===== src/rtl/fpu_types.sv =====
// Shared FP datapath types: the intermediate writeback payload passed from the
// FP producers (misc/add/mul/div-sqrt) to the normalization/rounding stage.
package fpu_types;

   localparam int unsigned EXP_W   = 8;
   localparam int unsigned MANT_W  = 23;
   localparam int unsigned ID_W    = 8;
   localparam int unsigned RD_W    = 5;
   localparam int unsigned RM_W    = 3;
   localparam int unsigned FLAGS_W = 5;
   localparam int unsigned CLZ_W   = 6;
   localparam int unsigned SHIFT_W = 6;

   typedef struct packed {
      logic              sign;
      logic [EXP_W-1:0]  expo;
      logic [MANT_W-1:0] mant;
   } fp_t;

   typedef struct packed {
      logic guard;
      logic round;
      logic sticky;
   } grs_t;

   typedef logic [SHIFT_W-1:0] fp_shift_amt_t;

   typedef struct packed {
      logic [ID_W-1:0]    id;
      logic [RD_W-1:0]    rd;
      logic [RM_W-1:0]    rm;
      logic [FLAGS_W-1:0] fflags;
      logic               hidden;
      grs_t               grs;
      logic [CLZ_W-1:0]   clz;
      logic               carry;
      logic               safe;
      logic               expo_overflow;
      logic               right_shift;
      fp_shift_amt_t      right_shift_amt;
      logic               subnormal;
      logic               ignore_max_expo;
      logic               d2s;
   } fp_intermediate_wb_t;

   // Index increment modulo n, used to advance round-robin pointers.
   function automatic int unsigned wrap_inc(input int unsigned idx, input int unsigned n);
      return ((idx + 32'd1) >= n) ? 32'd0 : (idx + 32'd1);
   endfunction

endpackage


===== src/rtl/fp_rr_picker.sv =====
// Combinational round-robin picker: first set request at or after ptr_i,
// scanning upward and wrapping modulo WIDTH.
module fp_rr_picker #(
   parameter  int unsigned WIDTH = 4,
   localparam int unsigned IDX_W = $clog2(WIDTH)
) (
   input  logic [WIDTH-1:0] req_i,
   input  logic [IDX_W-1:0] ptr_i,
   output logic [IDX_W-1:0] winner_o,
   output logic             any_o
);

   logic [IDX_W:0] cand_s;

   // Walk the offsets from ptr_i; the extra bit keeps ptr+offset from overflowing before the wrap.
   always_comb begin
      winner_o = '0;
      any_o    = 1'b0;
      cand_s   = '0;
      for (int unsigned k = 0; k < WIDTH; k++) begin
         cand_s = {1'b0, ptr_i} + (IDX_W+1)'(k);
         cand_s = (cand_s >= (IDX_W+1)'(WIDTH)) ? (cand_s - (IDX_W+1)'(WIDTH)) : cand_s;
         if (!any_o && req_i[cand_s[IDX_W-1:0]]) begin
            any_o    = 1'b1;
            winner_o = cand_s[IDX_W-1:0];
         end else begin
            any_o    = any_o;
            winner_o = winner_o;
         end
      end
   end

endmodule


===== src/rtl/fp_intermediate_wb_arbiter.sv =====
// Round-robin arbiter collecting intermediate FP results into a one-entry
// pipeline register that feeds the shared normalization/rounding stage.
module fp_intermediate_wb_arbiter
   import fpu_types::*;
#(
   parameter  int unsigned NUM_UNITS = 4,
   localparam int unsigned SRC_W     = $clog2(NUM_UNITS)
) (
   input  logic                                clk,
   input  logic                                rst,
   input  logic [NUM_UNITS-1:0]                unit_done,
   input  fp_intermediate_wb_t [NUM_UNITS-1:0] unit_data,
   output logic [NUM_UNITS-1:0]                unit_ack,
   output logic                                out_valid,
   output fp_intermediate_wb_t                 out_data,
   output logic [SRC_W-1:0]                    out_src,
   input  logic                                out_ready
);

   logic                valid_q, valid_d;
   fp_intermediate_wb_t data_q,  data_d;
   logic [SRC_W-1:0]    src_q,   src_d;
   logic [SRC_W-1:0]    ptr_q,   ptr_d;

   logic                accept_s;
   logic                grant_s;
   logic                any_s;
   logic [SRC_W-1:0]    winner_s;

   fp_rr_picker #(
      .WIDTH (NUM_UNITS)
   ) u_picker (
      .req_i    (unit_done),
      .ptr_i    (ptr_q),
      .winner_o (winner_s),
      .any_o    (any_s)
   );

   // A grant needs a slot that is empty or draining this cycle; acks stay low while reset is held.
   always_comb begin
      accept_s = ~valid_q | out_ready;
      grant_s  = any_s & accept_s & rst;
   end

   // One-hot ack back to the winning producer; it doubles as that unit's issue ready.
   always_comb begin
      unit_ack = '0;
      if (grant_s) begin
         unit_ack[winner_s] = 1'b1;
      end else begin
         unit_ack = '0;
      end
   end

   // Load on grant (also covers retire-and-refill), drain when consumed, otherwise hold.
   always_comb begin
      valid_d = valid_q;
      data_d  = data_q;
      src_d   = src_q;
      ptr_d   = ptr_q;
      if (grant_s) begin
         valid_d = 1'b1;
         data_d  = unit_data[winner_s];
         src_d   = winner_s;
         ptr_d   = SRC_W'(wrap_inc(32'(winner_s), NUM_UNITS));
      end else if (out_ready) begin
         valid_d = 1'b0;
      end else begin
         valid_d = valid_q;
      end
   end

   // Pipeline register and priority pointer.
   always_ff @(posedge clk or negedge rst) begin
      if (!rst) begin
         valid_q <= 1'b0;
         data_q  <= '0;
         src_q   <= '0;
         ptr_q   <= '0;
      end else begin
         valid_q <= valid_d;
         data_q  <= data_d;
         src_q   <= src_d;
         ptr_q   <= ptr_d;
      end
   end

   assign out_valid = valid_q;
   assign out_data  = data_q;
   assign out_src   = src_q;

endmodule


===== config.mk =====
export PLATFORM = sky130hd
export DESIGN_NAME = fp_intermediate_wb_arbiter
export DESIGN_NICKNAME = d
export VERILOG_FILES = /design/src/rtl/fpu_types.sv /design/src/rtl/fp_rr_picker.sv /design/src/rtl/fp_intermediate_wb_arbiter.sv
export SDC_FILE = /design/constraint.sdc
export NUM_CORES = 1
export LEC_CHECK = 0
export BUFFER_PORTS_ARGS = -buffer_cell sky130_fd_sc_hd__buf_2
export CAP_MARGIN = 20
export CORE_ASPECT_RATIO = 1.2
export CORE_MARGIN = 3
export CORE_UTILIZATION = 38
export DETAILED_ROUTE_END_ITERATION = 10
export GPL_TIMING_DRIVEN = 0
export PLACE_DENSITY = 0.85
export SYNTH_ARGS = -nofsm -noshare
export SYNTH_HDL_FRONTEND = slang
export SYNTH_SLANG_ARGS = --single-unit

===== constraint.sdc =====
create_clock -name clk -period 2.4 [get_ports clk]
set_input_delay 0.48 -clock clk [delete_from_list [all_inputs] [get_ports clk]]
set_output_delay 0.48 -clock clk [all_outputs]
set_load 0.02 [all_outputs]

Word-level counts from Yosys, hierarchy flattened
Index checks and enable logic that the tools add are counted.
- eq/ne operators: 0
- $mul: 0
- reductions and logical operators: 8
- add/sub/neg operators: 8
- shift-type cells: 0
- bitwise gates (word level): 4
- $lt $le $gt $ge: 11
- muxes and demuxes: 28
- divide/modulo/power cells: 0
- operator list (cell ; count):
    $bmux W44 S2 ; 1
    $mux W44 ; 1
    $mux W2 ; 9
    $lt A2 B3 Y1 const B ; 5
    $ge A3 B3 Y1 const B ; 4
    $mux W1 ; 11
    $bmux W1 S2 ; 4
    $sub A2 B1 Y2 const B ; 4
    $add A2 B1 Y3 const B ; 2
    $add A2 B2 Y3 const B ; 2
    $logic_and A1 B1 Y1 ; 4
    $mux W4 ; 1
    $ge A2 B3 Y1 const B ; 1
    $logic_not A1 Y1 ; 3
    $and A1 B1 Y1 ; 2
    $demux W1 S2 ; 1
    $ge A2 B1 Y1 const B ; 1
    $reduce_bool A2 Y1 ; 1
    $not A1 Y1 ; 1
    $or A1 B1 Y1 ; 1
- latch bits: 0
- logic and storage cells: 79
- memories kept: 0
- memory bits (read-only): 0
- RAM bits: 0
- input bits: 183
- flip-flop bits (word level): 49
- output and inout port bits: 51

Depth between registers and ports, before layout
- depth in word-level cells: 19
- gate-level depth with buffers: 8
- mapped depth without buffers: 6

Cells and area by module
A second synthesis with hierarchy kept.
- cells, all modules: 187
- area total of the unflattened synthesis: 3055.4 µm²
- modules (own cells, without submodules) (module ; cells an instance ; area an instance (µm²) ; times used ; sequential area each (µm²)):
    fp_intermediate_wb_arbiter ; 172 ; 2977.9 ; 1 ; 1226.2
    fp_rr_picker ; 15 ; 77.6 ; 1 ; 0.0

Least setup slack after synthesis
No wires, ideal clock.
- path kind: input to output
- from: in unit_done[1]
- to: out unit_ack[3]
- required time: 1.920 ns
- setup slack: 0.261 ns
- cell stages on the path: 7
- path buffers: 2
- data arrival time: 1.659 ns
- path through: mux2_1 > o221ai_1 > buf_4 > inv_2 > buf_2 > ha_1 > and2_1
- longest elaborated chain between the ends: 17
- elaborated cells on any way between the ends: 30
- those cells by class: 2 x order compare; 19 x mux; 2 x bitwise; 7 x reduce/logical
- ends and longest elaborated chain (what ; line ; RTL):
    start, declared ; fp_intermediate_wb_arbiter.sv:11 ; input logic [NUM_UNITS-1:0] unit_done,
    $bmux W1 S2 ; fp_rr_picker.sv:23 ; if (!any_o && req_i[cand_s[IDX_W-1:0]]) begin
    $mux W1 (implied by the code) ; fp_rr_picker.sv:23 ;
    $mux W1 ; fp_rr_picker.sv:23 ;
    $logic_not A1 Y1 ; fp_rr_picker.sv:23 ;
    $logic_and A1 B1 Y1 ; fp_rr_picker.sv:23 ;
    $mux W1 ; fp_rr_picker.sv:23 ;
    $logic_not A1 Y1 ; fp_rr_picker.sv:23 ;
    $logic_and A1 B1 Y1 ; fp_rr_picker.sv:23 ;
    $mux W1 ; fp_rr_picker.sv:23 ;
    $logic_not A1 Y1 ; fp_rr_picker.sv:23 ;
    $logic_and A1 B1 Y1 ; fp_rr_picker.sv:23 ;
    $mux W2 ; fp_rr_picker.sv:23 ;
    $lt A2 B3 Y1 (implied by the code) or $ge A2 B1 Y1 (tied branches) ; fp_intermediate_wb_arbiter.sv:49 ; unit_ack[winner_s] = 1'b1;
    $logic_and A1 B1 Y1 (implied by the code) ; fp_intermediate_wb_arbiter.sv:49 ;
    $mux W1 (implied by the code) ; fp_intermediate_wb_arbiter.sv:49 ;
    $demux W1 S2 ; fp_intermediate_wb_arbiter.sv:49 ;
    $mux W4 (*) ; fp_intermediate_wb_arbiter.sv:48 ; if (grant_s) begin
    end, declared ; fp_intermediate_wb_arbiter.sv:13 ; output logic [NUM_UNITS-1:0] unit_ack,
Every way passes the cells marked *; elsewhere a longest branch is shown, timed or not. The select of a mux whose other input is x is not followed.

Worst setup path in the final report
- from: reg ptr_q[1]
- to: out unit_ack[3]
- longest elaborated chain between the ends: 19
- elaborated cells on any way between the ends: 45
- those cells by class: 7 x add/sub; 6 x order compare; 23 x mux; 2 x bitwise; 7 x reduce/logical
- ends and longest elaborated chain (what ; line ; RTL):
    start, declared ; fp_intermediate_wb_arbiter.sv:23 ; logic [SRC_W-1:0] ptr_q, ptr_d;
    start signal, assigned ; fp_intermediate_wb_arbiter.sv:84 ; ptr_q <= ptr_d;
    branches (longest 18 deep; another with $add A2 B1 Y3) ; n/a ;
    $mux W4 (*) ; fp_intermediate_wb_arbiter.sv:48 ;
Every way passes the cells marked *. The select of a mux whose other input is x is not followed.

==> flow_summary_export.csv <==
group,metric,value,unit
sta,timing_max_transition_violations_final,0,
clocking,cts_buffers,5,
yosys,avgSynthCellArea,7.348,µm²
drt,drtPass1Iterations,4,
sta,slew_headroom,66.77,%
setup_path,cp-start-kind,"flop",
placement,place_congestion,0.9178,
layout,final_cell_mix,"246 x buf_2, 183 x nand2_1, 89 x a21oi_1",
floorplan,num_rows,35,
setup_path,crit_path_start,"ptr_q[1]$_DFFE_PN0P_",
clocking,clk_latency,0.29,ns
yosys,synthXorXnorAreaFrac,0,%
global_route,overflow,0,
clocking,cts.sinks,49,
placement,post-place-ws,-0.9298,ns
clocking,ctsRootBufferMaster,"clkbuf_8",
layout,drive_above_1_share,41.55,%
setup_path,cp.required,1.92,ns
sta,clock_skew,0.01072,ns
clocking,h-tree-depth,2,
sta,layout_min_cycle_time,2.337,ns
layout,layout_commonest_cell,"buf_2",
floorplan,die_area,9326,µm²
floorplan,coreArea,7839,µm²
yosys,synth_edf_count,0,
yosys,synth_top_area_cell,"dfrtp_1",
min_path,hold_class,"primary input to asynchronous set/reset pin",
layout,area_delta_synth_final,48.31,%
yosys,synth_top_area_share,39.36,%
setup_path,path_class,"flop to output pin",
yosys,syn-num-nets,608,
global_route,grt_pass1_wl,17050,µm
power_and_ir_drop,powerDensity,883.3,nW/µm²
yosys,muxShareOfSynthArea,0.3614,%
placement,place_hpwl,8949,µm
setup_path,arrival,1.86,ns
yosys,synth_top_family_by_area,"compound AO/OA/AOI/OAI gates",
global_route,antenna_found_initial,0,
power_and_ir_drop,vdd_ir_drop_max,0.4004,mV
run_status,outcome,"finished, final reports clean",
yosys,netlist-cell-type-count,26,
yosys,async_flop_share,100.0,%
power_and_ir_drop,total_power,4081,µW
clocking,clk_pin_slew_worst_paths,0.09,ns
yosys,synth_warnings,0,
global_route,grt_max_degree,51,
sta,setup_slack,0.06289,ns
power_and_ir_drop,p_leak,0.002750,µW
yosys,syn_inst,424,
drt,drtIter0Drc,117,
global_route,grt_pass1_vias,3777,
drt,vias,3953,
sta,setup_viol,0,
setup_path,crit_fanout,5,
sta,fin_tns_setup,0,ns
clocking,cts_buffer_depth,2,
run,drv_cap,0,
layout,utilization,58.95,%
floorplan,die_x,88.66,µm
drt,drt-vias-per-instance,5.194,
power_and_ir_drop,seq_power_share,32.8,%
setup_path,reg2reg_depth,7,
layout,n_fill_cell,748,
sta,finalHoldViolations,0,
drt,routedWlPerCell,15.08,µm
placement,port_buffers,233,
floorplan,start_util,39.74,%
yosys,synth_ff_type,"dfrtp_1",
floorplan,io_pins,234,
layout,nets,853,
floorplan,die_height,105.2,µm
power_and_ir_drop,p_sw,1807,µW
yosys,synth-compound-area-share,28.76,%
drt,route.detailed.drc,0,
power_and_ir_drop,p_int,2274,µW
power_and_ir_drop,power_frac_clock,11.8,%
sta,fmax,427.9,MHz
power_and_ir_drop,combPwrFrac,55.4,%
drt,routed_wl,11480,µm
sta,fin_crit_sh,97.38,%
yosys,ys_seq_elements,49,
sta,whs,0.02625,ns
setup_path,worst_setup_path_end_kind,"output pin",
setup_path,r2r_slack,0.31,ns
power_and_ir_drop,switching_share,44.27,%
setup_path,reg2reg_to,"out_data[29]$_DFFE_PN0P_",
yosys,yosys.area_share.adder,0.4016,%
drt,antenna_left,0,
setup_path,r2r-start,"ptr_q[0]$_DFFE_PN0P_",
clocking,cts_tree,"yes",
yosys,ys_seq_area_share,39.36,%
yosys,synth_simple_gate_area_share,24.58,%
layout,num_antenna_cells,0,
yosys,syn-cell-area,3115,µm²
global_route,grt_use_total,23.11,%
yosys,synth.area.top_cells,"dfrtp_1 39%, nand2_1 22%, a21oi_1 14%, a211o_1 12%, buf_2 3.1%",
sta,max_slew.worst_pin.slew,0.4985,ns
setup_path,crit_end,"unit_ack[3]",
through the flow:
step,area (µm²),cells
after global routing,4621,761
after detailed placement,4397,749
final,4621,761
after CTS,4581,758
after global placement,4397,749
after floorplan,3115,424
repair_timing:
item	CTS	global route
resized for setup	18	5
hold buffers	0	0
endpoints found under the setup margin	49	4
buffers inserted	5	3
pin swaps	1	3
hold endpoints to repair	0	0
layer usage:
layer	vias to the layer above	GRT usage (%)	routed length [µm]
li1	1932	-	-
met1	1796	26.06	4248
met2	199	43.05	6148
met3	26	3.864	796
met4	0	6.587	282
met5	-	0	0
worst max-delay path, stage by stage, from the launching register on:
cell and delay (ns):
dfrtp_2 0.45, mux2_4 0.31, o221ai_2 0.17, buf_6 0.16, inv_12 0.03, ha_1 0.17, and2_4 0.14, buf_6 0.12
final cells by class:
cell class	count	area (µm²)	share of cell area, %
inverters	3	23.77	0.5145
repair buffers	241	1261	27.29
plain buffers	31	190.2	4.116
well taps	92	115.1	2.491
clock buffers	7	86.33	1.868
multi-input cells	338	1717	37.15
flip-flops and latches	49	1227	26.56
flip-flops by register name (all words and copies together), names as in the netlist:
name	flops
out_data	44
out_src	2
out_valid	1
ptr_q	2
power by group through the flow:
stage	sequential (µW)	clock, µW	combinational [µW]
2_1_floorplan	1730	0	972
3_3_place_gp	1340	0	2130
3_5_place_dp	1350	0	2170
4_1_cts	1340	506	2260
5_1_grt	1380	532	2470
6_report	1340	482	2260
cell usage after synthesis (2+ instances only):
master / number
nand2_1: 183
a21oi_1: 89
dfrtp_1: 49
a211o_1: 44
buf_2: 19
clkbuf_1: 8
buf_6: 5
nor2_1: 3
nor2b_1: 3
a21o_1: 2
and2_1: 2
inv_1: 2
nand2b_1: 2
worst min-delay path by stage:
| stage | end | startpoint | slack (ns) | cells after the start |
|---|---|---|---|---|
| 6_report | out_data[35]$_DFFE_PN0P_ | rst | 0.03 | 1 |
| 2_1_floorplan | out_data[0]$_DFFE_PN0P_ | rst | 0.18 | 0 |
| 5_1_grt | out_data[35]$_DFFE_PN0P_ | rst | 0.03 | 1 |
| 3_3_place_gp | out_src[1]$_DFFE_PN0P_ | out_src[1]$_DFFE_PN0P_ | 0.46 | 2 |
| 4_1_cts | out_data[35]$_DFFE_PN0P_ | rst | 0.04 | 1 |
| 3_5_place_dp | out_data[20]$_DFFE_PN0P_ | out_data[20]$_DFFE_PN0P_ | 0.47 | 1 |
cells by family after synthesis:
kind of cell | Yosys count
buf+inv | 37
flops | 49
mux | 1
fa+ha+maj | 1
compound gates | 140
simple gates | 196
Power figures use the tool's default switching activity.
